### src/rtl/bus_mem_if.sv
// Block-granular bus between the cache controller (master) and main memory (slave).
interface bus_mem_if #(
   parameter int ADDR_W = 5,
   parameter int DATA_W = 16
);
   logic              bus_rd;
   logic              bus_wr;
   logic [ADDR_W-1:0] bus_addr;
   logic [DATA_W-1:0] bus_wdata;
   logic [DATA_W-1:0] bus_rdata;
   logic              bus_done;
   logic              proto_err;

   modport master (
      output bus_rd, bus_wr, bus_addr, bus_wdata,
      input  bus_rdata, bus_done, proto_err
   );

   modport slave (
      input  bus_rd, bus_wr, bus_addr, bus_wdata,
      output bus_rdata, bus_done, proto_err
   );
endinterface

### src/rtl/bus_mem_responder.sv
// Main-memory model and bus protocol checker behind the cache bus port.
// Define MEM_STATS_EN to add saturating rd_count/wr_count outputs.
module bus_mem_responder #(
   parameter int ADDR_W  = 5,
   parameter int DATA_W  = 16,
   parameter int LATENCY = 4
) (
   input  logic        clk,
   input  logic        reset,
   bus_mem_if.slave    bus
`ifdef MEM_STATS_EN
   ,
   output logic [15:0] rd_count,
   output logic [15:0] wr_count
`endif
);
   localparam int DEPTH = 2 ** ADDR_W;
   localparam int CNT_W = 4;

   typedef enum logic [1:0] {IDLE, BUSY, DONE} state_t;

   state_t              state_q, state_d;
   logic [CNT_W-1:0]    cnt_q, cnt_d;
   logic                op_rd_q, op_rd_d;
   logic [ADDR_W-1:0]   addr_q, addr_d;
   logic [DATA_W-1:0]   wdata_q, wdata_d;
   logic                perr_q, perr_d;
   logic [DATA_W-1:0]   mem_q [DEPTH];
   logic [DATA_W-1:0]   mem_d [DEPTH];
   logic                req_ok;
`ifdef MEM_STATS_EN
   logic [15:0]         rd_count_q, rd_count_d;
   logic [15:0]         wr_count_q, wr_count_d;
`endif

   // The held request must match the latched op exactly, with no stray opposite op.
   assign req_ok = op_rd_q ? (bus.bus_rd && !bus.bus_wr) : (bus.bus_wr && !bus.bus_rd);

   always_comb begin
      state_d = state_q;
      cnt_d   = cnt_q;
      op_rd_d = op_rd_q;
      addr_d  = addr_q;
      wdata_d = wdata_q;
      perr_d  = perr_q;
      mem_d   = mem_q;
`ifdef MEM_STATS_EN
      rd_count_d = rd_count_q;
      wr_count_d = wr_count_q;
`endif
      case (state_q)
         IDLE: begin
            if (bus.bus_rd ^ bus.bus_wr) begin
               op_rd_d = bus.bus_rd;
               addr_d  = bus.bus_addr;
               wdata_d = bus.bus_wdata;
               cnt_d   = CNT_W'(LATENCY - 1);
               state_d = (LATENCY == 1) ? DONE : BUSY;
            end else if (bus.bus_rd && bus.bus_wr) begin
               perr_d = 1'b1;
            end
         end
         BUSY: begin
            if (!req_ok || (bus.bus_addr != addr_q)) perr_d = 1'b1;
            cnt_d = cnt_q - 1'b1;
            if (cnt_q == CNT_W'(1)) state_d = DONE;
         end
         DONE: begin
            state_d = IDLE;
            if (!op_rd_q) mem_d[addr_q] = wdata_q;
`ifdef MEM_STATS_EN
            if (op_rd_q && (rd_count_q != 16'hFFFF)) rd_count_d = rd_count_q + 16'd1;
            if (!op_rd_q && (wr_count_q != 16'hFFFF)) wr_count_d = wr_count_q + 16'd1;
`endif
         end
         default: state_d = IDLE;
      endcase
   end

   always_ff @(posedge clk) begin
      if (reset) begin
         state_q <= IDLE;
         cnt_q   <= '0;
         op_rd_q <= 1'b0;
         addr_q  <= '0;
         wdata_q <= '0;
         perr_q  <= 1'b0;
         // Byte at processor address {a,w} holds {a,w}*4.
         for (int i = 0; i < DEPTH; i++)
            mem_q[i] <= DATA_W'({8'(i * 8 + 4), 8'(i * 8)});
`ifdef MEM_STATS_EN
         rd_count_q <= '0;
         wr_count_q <= '0;
`endif
      end else begin
         state_q <= state_d;
         cnt_q   <= cnt_d;
         op_rd_q <= op_rd_d;
         addr_q  <= addr_d;
         wdata_q <= wdata_d;
         perr_q  <= perr_d;
         mem_q   <= mem_d;
`ifdef MEM_STATS_EN
         rd_count_q <= rd_count_d;
         wr_count_q <= wr_count_d;
`endif
      end
   end

   assign bus.bus_done  = (state_q == DONE);
   assign bus.bus_rdata = ((state_q == DONE) && op_rd_q) ? mem_q[addr_q] : '0;
   assign bus.proto_err = perr_q;
`ifdef MEM_STATS_EN
   assign rd_count = rd_count_q;
   assign wr_count = wr_count_q;
`endif
endmodule

### src/flat_wrapper.sv
// flat-port wrapper written by rule: the top's interface ports become plain ports
module bus_mem_responder_flat 
#(
   parameter int ADDR_W  = 5,
   parameter int DATA_W  = 16,
   parameter int LATENCY = 4
)
  (clk, reset, bus_bus_rd, bus_bus_wr, bus_bus_addr, bus_bus_wdata, bus_bus_rdata, bus_bus_done, bus_proto_err);
  bus_mem_if #(.ADDR_W(ADDR_W), .DATA_W(DATA_W)) bus_i ();
  input  logic clk;
  input  logic reset;
  input wire logic [$bits(bus_i.bus_rd)-1:0] bus_bus_rd;
  input wire logic [$bits(bus_i.bus_wr)-1:0] bus_bus_wr;
  input wire logic [$bits(bus_i.bus_addr)-1:0] bus_bus_addr;
  input wire logic [$bits(bus_i.bus_wdata)-1:0] bus_bus_wdata;
  output wire logic [$bits(bus_i.bus_rdata)-1:0] bus_bus_rdata;
  output wire logic [$bits(bus_i.bus_done)-1:0] bus_bus_done;
  output wire logic [$bits(bus_i.proto_err)-1:0] bus_proto_err;
  assign bus_i.bus_rd = bus_bus_rd;
  assign bus_i.bus_wr = bus_bus_wr;
  assign bus_i.bus_addr = bus_bus_addr;
  assign bus_i.bus_wdata = bus_bus_wdata;
  assign bus_bus_rdata = bus_i.bus_rdata;
  assign bus_bus_done = bus_i.bus_done;
  assign bus_proto_err = bus_i.proto_err;
  bus_mem_responder #(.ADDR_W(ADDR_W), .DATA_W(DATA_W), .LATENCY(LATENCY)) u_core (.clk(clk), .reset(reset), .bus(bus_i));
endmodule
### config.mk
export PLATFORM = sky130hd
export DESIGN_NAME = bus_mem_responder_flat
export DESIGN_NICKNAME = d
export VERILOG_FILES = /design/src/rtl/bus_mem_if.sv /design/src/rtl/bus_mem_responder.sv /design/src/flat_wrapper.sv
export SDC_FILE = /design/constraint.sdc
export NUM_CORES = 1
export LEC_CHECK = 0
export CAP_MARGIN = 10
export CORE_MARGIN = 2
export CORE_UTILIZATION = 56
export CTS_CLUSTER_DIAMETER = 150
export DETAILED_ROUTE_END_ITERATION = 12
export PLACE_DENSITY = 0.74
export SYNTH_ARGS = -nofsm -noshare
export SYNTH_HDL_FRONTEND = slang
export SYNTH_SLANG_ARGS = --single-unit
### constraint.sdc
create_clock -name clk -period 2.1 [get_ports clk]
set_input_delay 0.42 -clock clk [delete_from_list [all_inputs] [get_ports clk]]
set_output_delay 0.42 -clock clk [all_outputs]
set_load 0.1 [all_outputs]
[Word level (Yosys, flattened, before mapping)]
Cells that the tools add are included.
Cells by class
  add/sub/neg operators: 1
  order comparisons: 2
  eq/ne operators: 9
  reductions and logical operators: 16
  mux-type cells: 17
  bitwise gates (word level): 3
Operators with widths (count)
  $bwmux W512: 1
  $bmux W16 S5: 1
  $demux W16 S5: 1
  $mux W16: 4
  $ne A2 B1 Y1 const B: 4
  $pmux W4 S2: 1
  $reduce_and A2 Y1: 4
  $ge A6 B6 Y1 const B: 1
  $lt A6 B1 Y1 const B: 1
  $not A5 Y6: 1
  $logic_and A1 B1 Y1: 5
  $ne A5 B5 Y1: 1
  $eq A4 B1 Y1 const B: 1
  $mux W1: 4
  $mux W2: 2
  $mux W4: 1
  $pmux W2 S2: 1
  $reduce_and A4 Y1: 1
  $sub A4 B1 Y4 const B: 1
  $logic_not A1 Y1: 3
  $eq A2 B1 Y1 const B: 1
  $eq A2 B2 Y1 const B: 1
  $logic_not A2 Y1: 1
  $ne A2 B2 Y1 const B: 1
  other kinds (5): 5
Word-level totals
  register bits: 541
  logic and storage cells: 86
  output and inout bits: 18
  bits of input ports: 25

[Logic depth before layout (Yosys ltp)]
Gate-level depths: netlist (run 1).
  depth in word-level cells: 7
  mapped depth: 9
  depth with buffers taken out: 6

[Worst setup path before layout (run 1)]
Ideal clock, no wire load.
  kind: reg-to-output
  start: register u_core.state_q[1]
  end: output bus_bus_rdata[10]
  stages on the path, launching flop included: 6
  data required time: 1.680 ns
  path slack: -2.500 ns
  buffers on the path: 2
  arrival time: 4.180 ns
  cell sequence: dfxtp_1 > clkbuf_1 > nor2b_1 > nand2_1 > clkbuf_1 > a31oi_1
On the way
  word-level cells in the longest chain between the ends: 3
RTL lines
  start, declared: RTL line bus_mem_responder.sv:22  | state_t state_q, state_d;
  start signal, assigned: RTL line bus_mem_responder.sv:96  | state_q <= state_d;
  $eq A2 B2 Y1
  named net bus_bus_done: RTL line flat_wrapper.sv:17  | output wire logic [$bits(bus_i.bus_done)-1:0] bus_bus_done;
  $logic_and A1 B1 Y1: RTL line bus_mem_responder.sv:111  | assign bus.bus_rdata = ((state_q == DONE) && op_rd_q) ? mem_q[addr_q] : '0;
  $mux W16: RTL line bus_mem_responder.sv:111
  end, declared: RTL line flat_wrapper.sv:16  | output wire logic [$bits(bus_i.bus_rdata)-1:0] bus_bus_rdata;
The timed path passes the listed nets, and every way through them passes these cells.

[Final worst setup path (run 1)]
  start: register u_core.addr_q[1]
  end: output bus_bus_rdata[0]
On the way
  word-level cells in the longest chain between the ends: 5
RTL lines
  start, declared: RTL line bus_mem_responder.sv:25  | logic [ADDR_W-1:0] addr_q, addr_d;
  start signal, assigned: RTL line bus_mem_responder.sv:99  | addr_q <= addr_d;
  $not A5 Y6 (not written as such): RTL line bus_mem_responder.sv:111
  $bmux W16 S5: RTL line bus_mem_responder.sv:111
  $mux W16 (not written as such) (2 in a row): RTL line bus_mem_responder.sv:111
  $mux W16: RTL line bus_mem_responder.sv:111
Every way passes these cells. The select of a mux whose other input is x is not followed.

==> impl_metrics.env, run 1 <==
export IMPL_final_hold_viol_count=0
export IMPL_drive_gt1_frac=0.299
export IMPL_rsz0062_at_grt="true"
export IMPL_endpoint_kind="output port"
export IMPL_path_cells="buf_12 > buf_12 > mux2i_1 > o22ai_1 > nor2_2 > a31oi_4 > buf_12"
export IMPL_drt_wl_total_um=93300
export IMPL_dpl_cell_area_um2=27500
export IMPL_yosysUniqueCellTypes=47
export IMPL_reg2reg_depth=11
export IMPL_coreArea_um2=41900
export IMPL_slew_viol_final=0
export IMPL_final_antenna_net_count=0
export IMPL_clockBufferDepth=3
export IMPL_status="complete, but fails checks"
export IMPL_nets=3170
export IMPL_fin_setup_tns_ns=-105.34
export IMPL_wl_per_cell_um=25.1
export IMPL_cp_depth=7
export IMPL_synth_area_leader_cell="dfxtp_1"
export IMPL_antenna_cells=0
export IMPL_grt_pass1_wl_um=125000
export IMPL_antenna_found_initial=0
export IMPL_slew_limit_headroom=0.378
export IMPL_hold_path_class="input port to flop"
export IMPL_whs_path_depth=2
export IMPL_cts_hold_buf=0
export IMPL_cp_max_fo=34
export IMPL_start_util=0.568
export IMPL_drc=0
export IMPL_setup_viol=293
export IMPL_postLayoutCellArea_um2=33300
export IMPL_violations="negative setup slack"
export IMPL_async_flop_share=0
export IMPL_die_x_um=210
export IMPL_synth_area_leaders="dfxtp_1 45%, mux2i_1 14%, nand2_1 13%"
export IMPL_clk_pin_slew_ns=0.06
export IMPL_grt_max_degree=98
export IMPL_synth_area_um2=23800
export IMPL_cts_buffers=56
export IMPL_worst_slew_pin_slew_ns=0.931
export IMPL_root_buffer="clkbuf_16"
export IMPL_critPathLaunchType="flop"
export IMPL_synth_common_cells="797 x nand2_1, 541 x dfxtp_1, 324 x mux2i_1"
export IMPL_yosys_cell_count_top_type="nand2_1"
export IMPL_gp_congestion=0.887
export IMPL_die_area_um2=44200
export IMPL_crit_buf_inv=3
export IMPL_yosysTopAreaCellShare=0.455
export IMPL_syn_inst=2872
export IMPL_cpLargestDelayFamily="buffers and inverters"
export IMPL_period_share=1.56
export IMPL_synth_warnings=0
export IMPL_hpwl_um=50500
export IMPL_rows=75
export IMPL_p_leak_nw=12.3
export IMPL_power_density_nw_per_um2=697
export IMPL_critPathArrivalTime_ns=2.86
export IMPL_grt_total_usage=0.363
export IMPL_irDropWorstVdd_v=0.000635
export IMPL_crit_top_cell="buf_12"
export IMPL_ys_seq_elements=541
export IMPL_grt_pass1_vias=22600
export IMPL_slowest_delay_ns=0.48
export IMPL_clkSinkCount=541
export IMPL_via_per_inst=6.54
export IMPL_required_ns=1.68
export IMPL_ios=43
export IMPL_finClkSkew_ns=0.0176
export IMPL_syn_nets=2902
export IMPL_crit_type="flop to output port"
export IMPL_die_y_um=210
export IMPL_drt_first_pass_iters=6
export IMPL_io_buffers=42
export IMPL_insertion_delay_ns=0.64
export IMPL_cts_tree="yes"
export IMPL_cp_slowest_cell="nor2_2"
export IMPL_grt_overflow=0
export IMPL_yosys_most_used_dff="dfxtp_1"
export IMPL_post_route_worst_setup_slack_ns=-1.18
export IMPL_fin_crit_ns=3.28
export IMPL_max_freq_mhz=305
export IMPL_syn_area_per_cell_um2=8.29
export IMPL_synth_edf_count=0
export IMPL_maxCapViolCount=0
export IMPL_ctsHtreeMaxLevel=2
export IMPL_dr_total_vias=24300
export IMPL_area_growth_pct=39.7
export IMPL_yosysSeqAreaShare=0.455
export IMPL_drtIter0Drc=2994
[worst paths after layout]
check | start | end | slack [ns]
setup / recovery | u_core.addr_q[1] | bus_bus_rdata[0] | -1.18
setup reg to reg | u_core.addr_q[0] | u_core.mem_q[383] | -0.53
hold reg to reg | u_core.mem_q[105] | u_core.mem_q[105] | 0.46
hold / removal | reset | u_core.mem_q[308] | 0.17
[per-stage QoR]
| stage | worst slack (ns) | hold WS (ns) | utilization | cells | total power, W |
|---|---|---|---|---|---|
| after detailed placement | -0.521 | 0.443 | 0.655 | 3499 | 0.0127 |
| after global placement | -0.517 | 0.437 | 0.655 | 3499 | 0.0126 |
| final | -1.18 | 0.172 | 0.793 | 3721 | 0.0232 |
| after floorplan | -0.459 | 0.435 | - | 2872 | 0.0119 |
| after global routing | -1.21 | 0.174 | 0.793 | 3721 | 0.0236 |
| after CTS | -0.999 | 0.163 | 0.733 | 3654 | 0.0228 |
[per-layer routing]
| metal | part of all wire | GRT usage | wire length, um |
|---|---|---|---|
| met5 | 0 | 0 | 0 |
| met4 | 0.090 | 0.246 | 8390 |
| met3 | 0.10 | 0.0642 | 9670 |
| met2 | 0.45 | 0.594 | 42200 |
| met1 | 0.35 | 0.437 | 33000 |
[timing repair]
item | 4_1_cts | 5_1_grt
cloned | 10 | 27
pin swaps | 34 | 221
buffers inserted | 49 | 46
resized for setup | 140 | 484
endpoints found under the setup margin | 263 | 279
[final cells by class]
type                    count  area, um^2
inverters                   9        33.8
clock inverters            14         204
well taps                 539         674
multi-input cells        2049       14300
fillers                  2364        8680
clock buffers              86        1630
flip-flops and latches    541       10900
repair buffers            483        5570
[power breakdown]
| part | total, W | switching, W | internal (W) |
|---|---|---|---|
| Clock | 0.0101 | 0.00426 | 0.00584 |
| Combinational | 0.00273 | 0.00162 | 0.00110 |
| Sequential | 0.0104 | 0.0000638 | 0.0103 |
| Total | 0.0232 | 0.00594 | 0.0173 |
[cell families after synthesis]
| kind of cell | share of synthesized area |
|---|---|
| AND/OR/NAND/NOR | 0.229 |
| flip-flops | 0.455 |
| AO/OA/AOI/OAI | 0.124 |
| multiplexers | 0.137 |
| buffers and inverters | 0.0503 |
| XOR/XNOR | 0.00184 |
| adder cells (fa/ha/maj) | 0.00263 |
[worst reg2reg max path, stage by stage, from the launching register on]
cell,delay [ns]
dfxtp_4,0.37
buf_6,0.14
buf_6,0.11
buf_6,0.13
or4b_4,0.57
buf_6,0.18
buf_6,0.12
nor3_4,0.24
buf_6,0.18
clkbuf_16,0.17
mux2i_1,0.24
nor2_1,0.07
[state kept, by name, indices dropped and copies added (netlist names)]
register,flops
u_core.cnt_q,4
u_core.bus.proto_err,1
u_core.state_q,2
u_core.wdata_q,16
u_core.mem_q,512
u_core.addr_q,5
u_core.op_rd_q,1
[placed cells by master (no fill, tap or decap), types with 15 or more instances in the layout]
cell	count
a211o_1	70
a21oi_1	200
a21oi_2	78
a31oi_4	16
buf_12	86
buf_4	272
buf_6	56
buf_8	17
clkbuf_1	18
clkbuf_16	68
clkdlybuf4s50_1	23
dfxtp_1	535
mux2i_1	285
mux2i_2	24
mux2i_4	15
nand2_1	677
nand2_2	32
nand2_4	88
nand3b_1	125
nor2_1	147
nor2_2	17
o22ai_1	69
o22ai_2	50
(Power assumes the default switching activity.)
==> run 2, diff against run 1 <==
Settings changed: MAX_ROUTING_LAYER set to met4.
Clock period 2.1 ns to 2.97 ns, I/O delays scaled along.
==> impl_metrics.env, run 2 (synthesis results as in run 1) <==
export IMPL_required_ns=2.38
export IMPL_drc=0
export IMPL_grt_pass1_vias=20600
export IMPL_start_util=0.568
export IMPL_endpoint_kind="output port"
export IMPL_gp_congestion=0.963
export IMPL_grt_max_degree=123
export IMPL_postLayoutCellArea_um2=29100
export IMPL_hpwl_um=48500
export IMPL_seqCellArea_um2=10800
export IMPL_slowest_delay_ns=0.45
export IMPL_coreArea_um2=41900
export IMPL_top_regs="u_core.mem_q: 512 flops, u_core.wdata_q: 16 flops, u_core.addr_q: 5 flops"
export IMPL_power_density_nw_per_um2=559
export IMPL_violations="negative setup slack"
export IMPL_seq_power_share=0.453
export IMPL_final_cell_mix="796 x nand2_1, 537 x dfxtp_1, 278 x a21oi_1, 264 x mux2i_1, 153 x nor2_1"
export IMPL_top_register="u_core.mem_q"
export IMPL_antenna_cells=0
export IMPL_fill_cells=3189
export IMPL_grt_total_usage=0.356
export IMPL_post_route_worst_setup_slack_ns=-0.347
export IMPL_drt_wl_total_um=78000
export IMPL_critPathArrivalTime_ns=2.72
export IMPL_largest_reg_flops=512
export IMPL_grt_overflow=0
export IMPL_layout_commonest_cell="nand2_1"
export IMPL_maxCapViolCount=0
export IMPL_multi_input_area_um2=13100
export IMPL_die_y_um=210
export IMPL_drive_gt1_frac=0.160
export IMPL_clockPowerShare=0.448
export IMPL_p_leak_nw=9.95
export IMPL_cp_slowest_cell="nor2_1"
export IMPL_drtIter0Drc=2696
export IMPL_period_share=1.12
export IMPL_ctsHtreeMaxLevel=2
export IMPL_ios=43
export IMPL_insertion_delay_ns=0.61
export IMPL_critPathLaunchType="flop"
export IMPL_slew_viol_final=0
export IMPL_nets=2908
export IMPL_root_buffer="clkbuf_16"
export IMPL_antenna_found_initial=0
export IMPL_cp_max_fo=16
export IMPL_combPwrFrac=0.099
export IMPL_clk_pin_slew_ns=0.06
export IMPL_crit_type="flop to output port"
export IMPL_holdWs_ns=0.453
export IMPL_path_cells="buf_4 > buf_4 > nand4b_1 > buf_4 > o22ai_1 > nor2_1 > a31oi_4 > buf_12"
export IMPL_via_per_inst=6.15
export IMPL_final_antenna_net_count=0
export IMPL_die_area_um2=44200
export IMPL_dr_total_vias=21300
export IMPL_total_power_w=0.0163
export IMPL_status="complete, but fails checks"
export IMPL_power_switching_w=0.00393
export IMPL_slew_limit_headroom=0.284
export IMPL_clockBufferDepth=3
export IMPL_cts_tree="yes"
export IMPL_rows=75
export IMPL_fin_crit_ns=3.32
export IMPL_crit_buf_inv=4
export IMPL_grt_pass1_wl_um=119000
export IMPL_cts_hold_buf=0
export IMPL_max_freq_mhz=301
export IMPL_worst_slew_pin_slew_ns=1.07
export IMPL_area_growth_pct=22.1
export IMPL_intPower_w=0.0123
export IMPL_dpl_cell_area_um2=25600
export IMPL_hold_path_class="flop to flop"
export IMPL_crit_top_cell="buf_4"
export IMPL_cts_buffers=55
export IMPL_wl_per_cell_um=22.6
export IMPL_irDropWorstVdd_v=0.000454
export IMPL_final_hold_viol_count=0
export IMPL_final_instance_count_excl_fill=3458
export IMPL_io_buffers=42
export IMPL_drt_first_pass_iters=8
export IMPL_setup_viol=16
export IMPL_clkSinkCount=541
export IMPL_die_x_um=210
export IMPL_swShare=0.242
export IMPL_dp_cells=3333
export IMPL_rsz0062_at_grt="true"
export IMPL_cpLargestDelayFamily="buffers and inverters"
export IMPL_finClkSkew_ns=0.0203
-- run 2: path summary, 6_finish.rpt --
| kind | start | to | slack (ns) | depth (start not counted) |
|---|---|---|---|---|
| worst max-delay path | u_core.addr_q[2] | bus_bus_rdata[0] | -0.35 | 8 |
| worst min-delay path | u_core.mem_q[329] | u_core.mem_q[329] | 0.45 | 2 |
| worst max register to register | u_core.state_q[1] | u_core.mem_q[122] | 0.46 | 3 |
| worst min register to register | u_core.mem_q[329] | u_core.mem_q[329] | 0.45 | 2 |
-- run 2: per-layer routing --
metal	up-vias	global-route usage	wire length (um)
li1	9807	-	-
met1	10300	0.436	31500
met2	963	0.572	36600
met3	241	0.0510	5770
met4	0	0.193	4190
met5	-	-	0
-- run 2: final cells by class --
| cell class | count | share of cell area |
|---|---|---|
| clock buffers | 84 | 0.0577 |
| inverters | 9 | 0.00116 |
| well taps | 539 | 0.0232 |
| repair buffers | 224 | 0.0861 |
| flip-flops and latches | 541 | 0.373 |
| multi-input cells | 2047 | 0.451 |
| clock inverters | 14 | 0.00779 |
-- run 2: per-stage QoR --
step / TNS, ns / worst slack (ns) / utilization
2_1_floorplan: -0.803 / -0.0803 / -
3_3_place_gp: 0 / 0.0285 / 0.610
3_5_place_dp: 0 / 0.0149 / 0.610
4_1_cts: -4.21 / -0.293 / 0.684
5_1_grt: -5.04 / -0.351 / 0.693
6_report: -4.39 / -0.347 / 0.693
-- run 2: worst min-delay path: cells and delay by family, from the launching register on --
kind / cells / cell delay (ns)
flip-flops: 1 / 0.30
AND/OR/NAND/NOR: 1 / 0.05
AO/OA/AOI/OAI: 1 / 0.05
-- run 2: power groups by stage --
stage                     registers [W]  clock network, W  logic [W]
after CTS                       0.00735           0.00730    0.00153
final                           0.00736           0.00728    0.00161
after global routing            0.00736           0.00762    0.00166
after global placement          0.00752                 0    0.00125
after detailed placement        0.00752                 0    0.00127
after floorplan                 0.00749                 0   0.000827
-- run 2: timing repair --
| item | 4_1_cts | 5_1_grt |
|---|---|---|
| resized for setup | 173 | 57 |
| pin swaps | 28 | 6 |
| cloned | 7 | 1 |
| endpoints found under the setup margin | 16 | 16 |
| buffers inserted | 19 | 2 |
